===== src/rtl/regs_wb_arbiter_if.sv =====
// Register-file writeback bus: two requester ports (A in-order, B buffered)
// plus the single arbitrated register-file write port.
interface regs_wb_arbiter_if #(
  parameter int FIFO_DEPTH = 2
);
  localparam int CNT_W = $clog2(FIFO_DEPTH + 1);

  logic             a_valid;
  logic             a_ready;
  logic [5:0]       a_addr;
  logic [31:0]      a_data;
  logic [31:0]      a_data2;
  logic             a_mop;

  logic             b_valid;
  logic             b_ready;
  logic [5:0]       b_addr;
  logic [31:0]      b_data;
  logic [31:0]      b_data2;
  logic             b_mop;

  logic             w_regs_en;
  logic [5:0]       w_regs_addr;
  logic [31:0]      w_regs_data;
  logic [31:0]      w_regs_data2;
  logic             w_regs_mop_en;
  logic             ctrl_stall;
  logic [CNT_W-1:0] b_count;

  modport slave (
    input  a_valid, a_addr, a_data, a_data2, a_mop,
    input  b_valid, b_addr, b_data, b_data2, b_mop,
    output a_ready, b_ready,
    output w_regs_en, w_regs_addr, w_regs_data, w_regs_data2, w_regs_mop_en,
    output ctrl_stall, b_count
  );

  modport master (
    output a_valid, a_addr, a_data, a_data2, a_mop,
    output b_valid, b_addr, b_data, b_data2, b_mop,
    input  a_ready, b_ready,
    input  w_regs_en, w_regs_addr, w_regs_data, w_regs_data2, w_regs_mop_en,
    input  ctrl_stall, b_count
  );
endinterface


===== src/rtl/regs_wb_arbiter.sv =====
// Two-port writeback arbiter for the register-file write port: port A has
// priority, port B is FIFO-buffered and forced through after MAX_WAIT losses.
module regs_wb_arbiter #(
  parameter int FIFO_DEPTH = 2,
  parameter int MAX_WAIT   = 4
) (
  input  logic             clk,
  input  logic             rst,
  regs_wb_arbiter_if.slave bus
);
  localparam int CNT_W = $clog2(FIFO_DEPTH + 1);
  localparam int PTR_W = $clog2(FIFO_DEPTH);

  typedef struct packed {
    logic [5:0]  addr;
    logic [31:0] data;
    logic [31:0] data2;
    logic        mop;
  } wb_req_t;

  wb_req_t          fifo_mem [FIFO_DEPTH];
  logic [PTR_W-1:0] wr_ptr_q;
  logic [PTR_W-1:0] rd_ptr_q;
  logic [CNT_W-1:0] cnt_q;
  logic [3:0]       starve_q;

  logic             b_empty;
  logic             b_ready_int;
  logic             force_b;
  logic             grant_a;
  logic             grant_b;
  logic             push;
  wb_req_t          a_req;
  wb_req_t          sel_req;

  logic             w_en_q;
  logic             w_mop_q;
  logic [5:0]       w_addr_q;
  logic [31:0]      w_data_q;
  logic [31:0]      w_data2_q;

  always_comb begin
    b_empty     = (cnt_q == '0);
    b_ready_int = (cnt_q < CNT_W'(FIFO_DEPTH));
    force_b     = !b_empty && (starve_q >= 4'(MAX_WAIT));
    grant_b     = !b_empty && (force_b || !bus.a_valid);
    grant_a     = bus.a_valid && !force_b;
    push        = bus.b_valid && b_ready_int;
    a_req       = {bus.a_addr, bus.a_data, bus.a_data2, bus.a_mop};
    sel_req     = grant_b ? fifo_mem[rd_ptr_q] : a_req;
  end

  assign bus.a_ready    = !force_b;
  assign bus.b_ready    = b_ready_int;
  assign bus.ctrl_stall = bus.a_valid && force_b;
  assign bus.b_count    = cnt_q;

  // Storage carries no reset; occupancy and pointers define validity.
  always_ff @(posedge clk) begin
    if (push) begin
      fifo_mem[wr_ptr_q] <= {bus.b_addr, bus.b_data, bus.b_data2, bus.b_mop};
    end
  end

  always_ff @(posedge clk or negedge rst) begin
    if (!rst) begin
      wr_ptr_q <= '0;
      rd_ptr_q <= '0;
      cnt_q    <= '0;
      starve_q <= '0;
    end else begin
      if (push) wr_ptr_q <= wr_ptr_q + PTR_W'(1);
      if (grant_b) rd_ptr_q <= rd_ptr_q + PTR_W'(1);
      cnt_q <= cnt_q + CNT_W'(push) - CNT_W'(grant_b);
      if (grant_b || b_empty) begin
        starve_q <= '0;
      end else if (starve_q < 4'(MAX_WAIT)) begin
        starve_q <= starve_q + 4'd1;
      end
    end
  end

  // Writes to x0 are consumed but never reach the register file.
  always_ff @(posedge clk or negedge rst) begin
    if (!rst) begin
      w_en_q    <= 1'b0;
      w_mop_q   <= 1'b0;
      w_addr_q  <= '0;
      w_data_q  <= '0;
      w_data2_q <= '0;
    end else if (grant_a || grant_b) begin
      w_en_q    <= (sel_req.addr != 6'd0);
      w_mop_q   <= sel_req.mop && (sel_req.addr != 6'd0);
      w_addr_q  <= sel_req.addr;
      w_data_q  <= sel_req.data;
      w_data2_q <= sel_req.data2;
    end else begin
      w_en_q  <= 1'b0;
      w_mop_q <= 1'b0;
    end
  end

  assign bus.w_regs_en     = w_en_q;
  assign bus.w_regs_mop_en = w_mop_q;
  assign bus.w_regs_addr   = w_addr_q;
  assign bus.w_regs_data   = w_data_q;
  assign bus.w_regs_data2  = w_data2_q;
endmodule

===== src/flat_wrapper.sv =====
// flat-port wrapper written by rule: the top's interface ports become plain ports
module regs_wb_arbiter_flat 
#(
  parameter int FIFO_DEPTH = 2,
  parameter int MAX_WAIT   = 4
)
  (clk, rst, bus_a_valid, bus_a_addr, bus_a_data, bus_a_data2, bus_a_mop, bus_b_valid, bus_b_addr, bus_b_data, bus_b_data2, bus_b_mop, bus_a_ready, bus_b_ready, bus_w_regs_en, bus_w_regs_addr, bus_w_regs_data, bus_w_regs_data2, bus_w_regs_mop_en, bus_ctrl_stall, bus_b_count);
  regs_wb_arbiter_if #(.FIFO_DEPTH(FIFO_DEPTH)) bus_i ();
  input  logic clk;
  input  logic rst;
  input wire logic [$bits(bus_i.a_valid)-1:0] bus_a_valid;
  input wire logic [$bits(bus_i.a_addr)-1:0] bus_a_addr;
  input wire logic [$bits(bus_i.a_data)-1:0] bus_a_data;
  input wire logic [$bits(bus_i.a_data2)-1:0] bus_a_data2;
  input wire logic [$bits(bus_i.a_mop)-1:0] bus_a_mop;
  input wire logic [$bits(bus_i.b_valid)-1:0] bus_b_valid;
  input wire logic [$bits(bus_i.b_addr)-1:0] bus_b_addr;
  input wire logic [$bits(bus_i.b_data)-1:0] bus_b_data;
  input wire logic [$bits(bus_i.b_data2)-1:0] bus_b_data2;
  input wire logic [$bits(bus_i.b_mop)-1:0] bus_b_mop;
  output wire logic [$bits(bus_i.a_ready)-1:0] bus_a_ready;
  output wire logic [$bits(bus_i.b_ready)-1:0] bus_b_ready;
  output wire logic [$bits(bus_i.w_regs_en)-1:0] bus_w_regs_en;
  output wire logic [$bits(bus_i.w_regs_addr)-1:0] bus_w_regs_addr;
  output wire logic [$bits(bus_i.w_regs_data)-1:0] bus_w_regs_data;
  output wire logic [$bits(bus_i.w_regs_data2)-1:0] bus_w_regs_data2;
  output wire logic [$bits(bus_i.w_regs_mop_en)-1:0] bus_w_regs_mop_en;
  output wire logic [$bits(bus_i.ctrl_stall)-1:0] bus_ctrl_stall;
  output wire logic [$bits(bus_i.b_count)-1:0] bus_b_count;
  assign bus_i.a_valid = bus_a_valid;
  assign bus_i.a_addr = bus_a_addr;
  assign bus_i.a_data = bus_a_data;
  assign bus_i.a_data2 = bus_a_data2;
  assign bus_i.a_mop = bus_a_mop;
  assign bus_i.b_valid = bus_b_valid;
  assign bus_i.b_addr = bus_b_addr;
  assign bus_i.b_data = bus_b_data;
  assign bus_i.b_data2 = bus_b_data2;
  assign bus_i.b_mop = bus_b_mop;
  assign bus_a_ready = bus_i.a_ready;
  assign bus_b_ready = bus_i.b_ready;
  assign bus_w_regs_en = bus_i.w_regs_en;
  assign bus_w_regs_addr = bus_i.w_regs_addr;
  assign bus_w_regs_data = bus_i.w_regs_data;
  assign bus_w_regs_data2 = bus_i.w_regs_data2;
  assign bus_w_regs_mop_en = bus_i.w_regs_mop_en;
  assign bus_ctrl_stall = bus_i.ctrl_stall;
  assign bus_b_count = bus_i.b_count;
  regs_wb_arbiter #(.FIFO_DEPTH(FIFO_DEPTH), .MAX_WAIT(MAX_WAIT)) u_core (.clk(clk), .rst(rst), .bus(bus_i));
endmodule

===== config.mk =====
export PLATFORM = sky130hd
export DESIGN_NAME = regs_wb_arbiter_flat
export DESIGN_NICKNAME = d
export VERILOG_FILES = /design/src/rtl/regs_wb_arbiter_if.sv /design/src/rtl/regs_wb_arbiter.sv /design/src/flat_wrapper.sv
export SDC_FILE = /design/constraint.sdc
export NUM_CORES = 1
export LEC_CHECK = 0
export ABC_AREA = 1
export BUFFER_PORTS_ARGS = -buffer_cell sky130_fd_sc_hd__buf_2
export CAP_MARGIN = 10
export CELL_PAD_IN_SITES_DETAIL_PLACEMENT = 0
export CELL_PAD_IN_SITES_GLOBAL_PLACEMENT = 1
export CORE_MARGIN = 2
export CORE_UTILIZATION = 43
export CTS_BUF_LIST = sky130_fd_sc_hd__clkbuf_4
export CTS_CLUSTER_DIAMETER = 50
export DETAILED_ROUTE_END_ITERATION = 16
export PLACE_DENSITY_LB_ADDON = 0.1
export REMOVE_ABC_BUFFERS = 1
export SLEW_MARGIN = 25
export SYNTH_ARGS = -nofsm -noshare
export SYNTH_HDL_FRONTEND = slang
export SYNTH_SLANG_ARGS = --single-unit

===== constraint.sdc =====
create_clock -name clk -period 4.3 [get_ports clk]
set_input_delay 0.43 -clock clk [delete_from_list [all_inputs] [get_ports clk]]
set_output_delay 0.43 -clock clk [all_outputs]
set_load 0.02 [all_outputs]

==> impl_metrics.env <==
export IMPL_setup_viol=0
export IMPL_fin_nets=1201
export IMPL_grt_setup_unrepaired="false"
export IMPL_chipWidth_um=146
export IMPL_slew_headroom=0.353
export IMPL_cts_setup_buffers=0
export IMPL_grt_pass1_vias=6981
export IMPL_design_area_um2=12100
export IMPL_grt_start_max_net_pins=76
export IMPL_cp_end_kind="register"
export IMPL_final_setup_tns_ns=0
export IMPL_worstHoldPathCells=3
export IMPL_floorplan_io_pins=223
export IMPL_portBuffers=222
export IMPL_path_clk_slew_ns=0.06
export IMPL_cts_inserted_buffers=58
export IMPL_tightest_slew_ns=0.971
export IMPL_clock_sinks=222
export IMPL_dp_hpwl_um=12400
export IMPL_power_density_nw_per_um2=645
export IMPL_critical_path_cell_chain="nor2_1, inv_2, nor2_4, clkinv_2, buf_4, o21ai_0, a21oi_1, nor2_1"
export IMPL_via_count=6401
export IMPL_cts_tree="built"
export IMPL_yosys_cell_types_count=25
export IMPL_clockRootBuffer="clkbuf_4"
export IMPL_cap_viol_max_count=0
export IMPL_dpl_instance_area_um2=10000
export IMPL_drive_gt1_frac=0.313
export IMPL_clockBufferDepth=3
export IMPL_area_growth_pct=39.2
export IMPL_routed_wirelength_um=20300
export IMPL_path_buf_inv=3
export IMPL_crit_required_ns=4.82
export IMPL_cts_htree_levels=2
export IMPL_syn_area_um2=8710
export IMPL_ys_seq_area_frac=0.720
export IMPL_wire_per_inst_um=14.8
export IMPL_synth_cells=673
export IMPL_core_area_um2=20000
export IMPL_drc=0
export IMPL_rr_worst_depth=8
export IMPL_grt_overflow_total=0
export IMPL_insertion_delay_ns=0.66
export IMPL_nFillCells=1733
export IMPL_finClkSkew_ns=0.0343
export IMPL_drtIter0Drc=257
export IMPL_fin_ws_ns=1.95
export IMPL_antenna_found_initial=4
export IMPL_rows=52
export IMPL_post_route_min_period_ns=2.35
export IMPL_hold_violations=0
export IMPL_finish_utilization=0.605
export IMPL_multi_input_area_um2=2170
export IMPL_seq_area_um2=6270
export IMPL_gp_congestion=0.730
export IMPL_holdWs_ns=0.0623
export IMPL_leakagePower_nw=5.31
export IMPL_die_h_um=146
export IMPL_yosys_register_bits=222
export IMPL_max_freq_ghz=0.425
export IMPL_cpLargestDelayFamily="buffers and inverters"
export IMPL_critical_path_arrival_ns=2.88
export IMPL_ys_warnings_count=0
export IMPL_synth_area_per_cell_um2=12.9
export IMPL_dr_pass1_iters=5
export IMPL_drv_slew=0
export IMPL_worstSetupPathType="reg -> reg"
export IMPL_die_area_um2=21400
export IMPL_cp_max_fo=75
export IMPL_cp_slowest_cell="buf_4"
export IMPL_vias_per_cell=4.66
export IMPL_pre_cts_ws_ns=1.86
export IMPL_critPathLaunchType="register"
export IMPL_worstHoldPathType="in -> reg"
export IMPL_fin_crit_sh=0.548
export IMPL_status="complete, no violations"
export IMPL_initial_core_util=0.435
export IMPL_peakVddDrop_v=0.000369
export IMPL_slowest_delay_ns=0.68
export IMPL_drtAntennaViolNets=0
export IMPL_grt_pass1_wl_um=33300
export IMPL_crit_path_frequent_cell="nor2_1"
export IMPL_track_usage=0.193
export IMPL_crit_cells=8
worst paths after layout:
check	start	endpoint	slack, ns
min reg2reg	u_core.starve_q[0]	u_core.starve_q[0]	0.43
max in group asynchronous	rst	u_core.bus.w_regs_data[10]	2.98
max	u_core.bus.b_count[1]	u_core.bus.w_regs_data[2]	1.95
min in group asynchronous	rst	u_core.bus.w_regs_data2[3]	0.28
max reg2reg	u_core.bus.b_count[1]	u_core.bus.w_regs_data[2]	1.95
min	bus_a_data[6]	u_core.bus.w_regs_data[6]	0.06
stage by stage:
| step | cells | power [W] |
|---|---|---|
| 6_report | 1373 | 0.00782 |
| 5_1_grt | 1373 | 0.00840 |
| 4_1_cts | 1369 | 0.00789 |
| 3_5_place_dp | 1136 | 0.00590 |
| 3_3_place_gp | 1136 | 0.00583 |
| 2_1_floorplan | 635 | 0.00503 |
synth_stat cells:
| cell type | number | area, um2 |
|---|---|---|
| a21oi_1 | 49 | 245 |
| a21oi_2 | 1 | 8.76 |
| a31oi_1 | 6 | 37.5 |
| buf_1 | 2 | 7.51 |
| buf_2 | 9 | 45.0 |
| buf_4 | 7 | 52.6 |
| buf_6 | 5 | 56.3 |
| clkbuf_1 | 11 | 41.3 |
| clkbuf_2 | 4 | 20.0 |
| conb_1 | 1 | 3.75 |
| dfrtp_1 | 80 | 2000 |
| edfxtp_1 | 142 | 4260 |
| ha_1 | 3 | 37.5 |
| inv_1 | 15 | 56.3 |
| inv_2 | 3 | 11.3 |
| mux2i_1 | 65 | 651 |
| nand2_1 | 60 | 225 |
| nand3_1 | 2 | 10.0 |
| nor2_1 | 115 | 432 |
| nor2_4 | 1 | 11.3 |
| o21ai_0 | 79 | 395 |
| o21ai_1 | 7 | 35.0 |
| o21ai_4 | 1 | 16.3 |
| xnor2_1 | 2 | 17.5 |
| xor2_1 | 3 | 26.3 |
cell families after synthesis:
group / count (synthesis) / share of synthesized area
AOI/OAI and AO/OA: 143 / 0.0848
xor gates and xnor gates: 5 / 0.00503
adders and majority gates: 3 / 0.00431
buffers and inverters: 56 / 0.0333
DFF: 222 / 0.720
muxes: 65 / 0.0747
other: 1 / 0.000431
and+or+nand+nor: 178 / 0.0779
state kept, by name, summed over array words and instances (netlist names), 2 cells and up:
name	cells
u_core.bus.w_regs_addr	6
u_core.starve_q	4
u_core.fifo_mem	142
u_core.bus.w_regs_data	32
u_core.bus.w_regs_data2	32
u_core.bus.b_count	2
power breakdown:
| group | total (W) | leakage (nW) | switching [W] | internal [W] |
|---|---|---|---|---|
| sequential | 0.00332 | 2.25 | 0.000369 | 0.00295 |
| clock | 0.00186 | 0.483 | 0.000811 | 0.00105 |
| combinational | 0.00264 | 2.58 | 0.00165 | 0.000990 |
| total | 0.00782 | 5.31 | 0.00283 | 0.00499 |
cells in the final DEF, fill, tap and decap left out, drive strengths merged, types with 3 or more instances in the layout:
cell / instances
o21ai: 87
xor2: 3
edfxtp: 142
nor2: 116
dlygate4sd3: 124
a31oi: 6
a21oi: 50
mux2i: 65
ha: 3
inv: 18
nand2: 60
clkbuf: 102
buf: 233
clkinv: 7
dfrtp: 80
metal layers:
layer / vias to the layer above / GRT usage / share of wire
met3: 37 / 0.0513 / 0.060
li1: 3153 / - / -
met5: - / 0 / 0.00064
met1: 3012 / 0.237 / 0.43
met2: 197 / 0.329 / 0.49
met4: 2 / 0.0718 / 0.020
what timing repair did:
action,4_1_cts,5_1_grt
setup endpoints to repair,0,0
endpoints found under the hold margin,230,0
hold buffers,124,0
gates resized for setup,0,0
worst register-to-register path: cells and delay by family, from the launching register on:
| kind | cells | cell delay, ns |
|---|---|---|
| buffers and inverters | 3 | 1.17 |
| AO/OA/AOI/OAI | 2 | 0.48 |
| flip-flops | 1 | 0.37 |
| AND/OR/NAND/NOR | 3 | 0.21 |
layout make-up:
type                    count  area share
flip-flops and latches    222       0.517
repair buffers            357       0.205
multi-input cells         395       0.179
clock buffers             102      0.0632
well taps                 270      0.0279
inverters                  18     0.00568
clock inverters             7     0.00217
diodes                      2    0.000413
(Power assumes the default switching activity.)
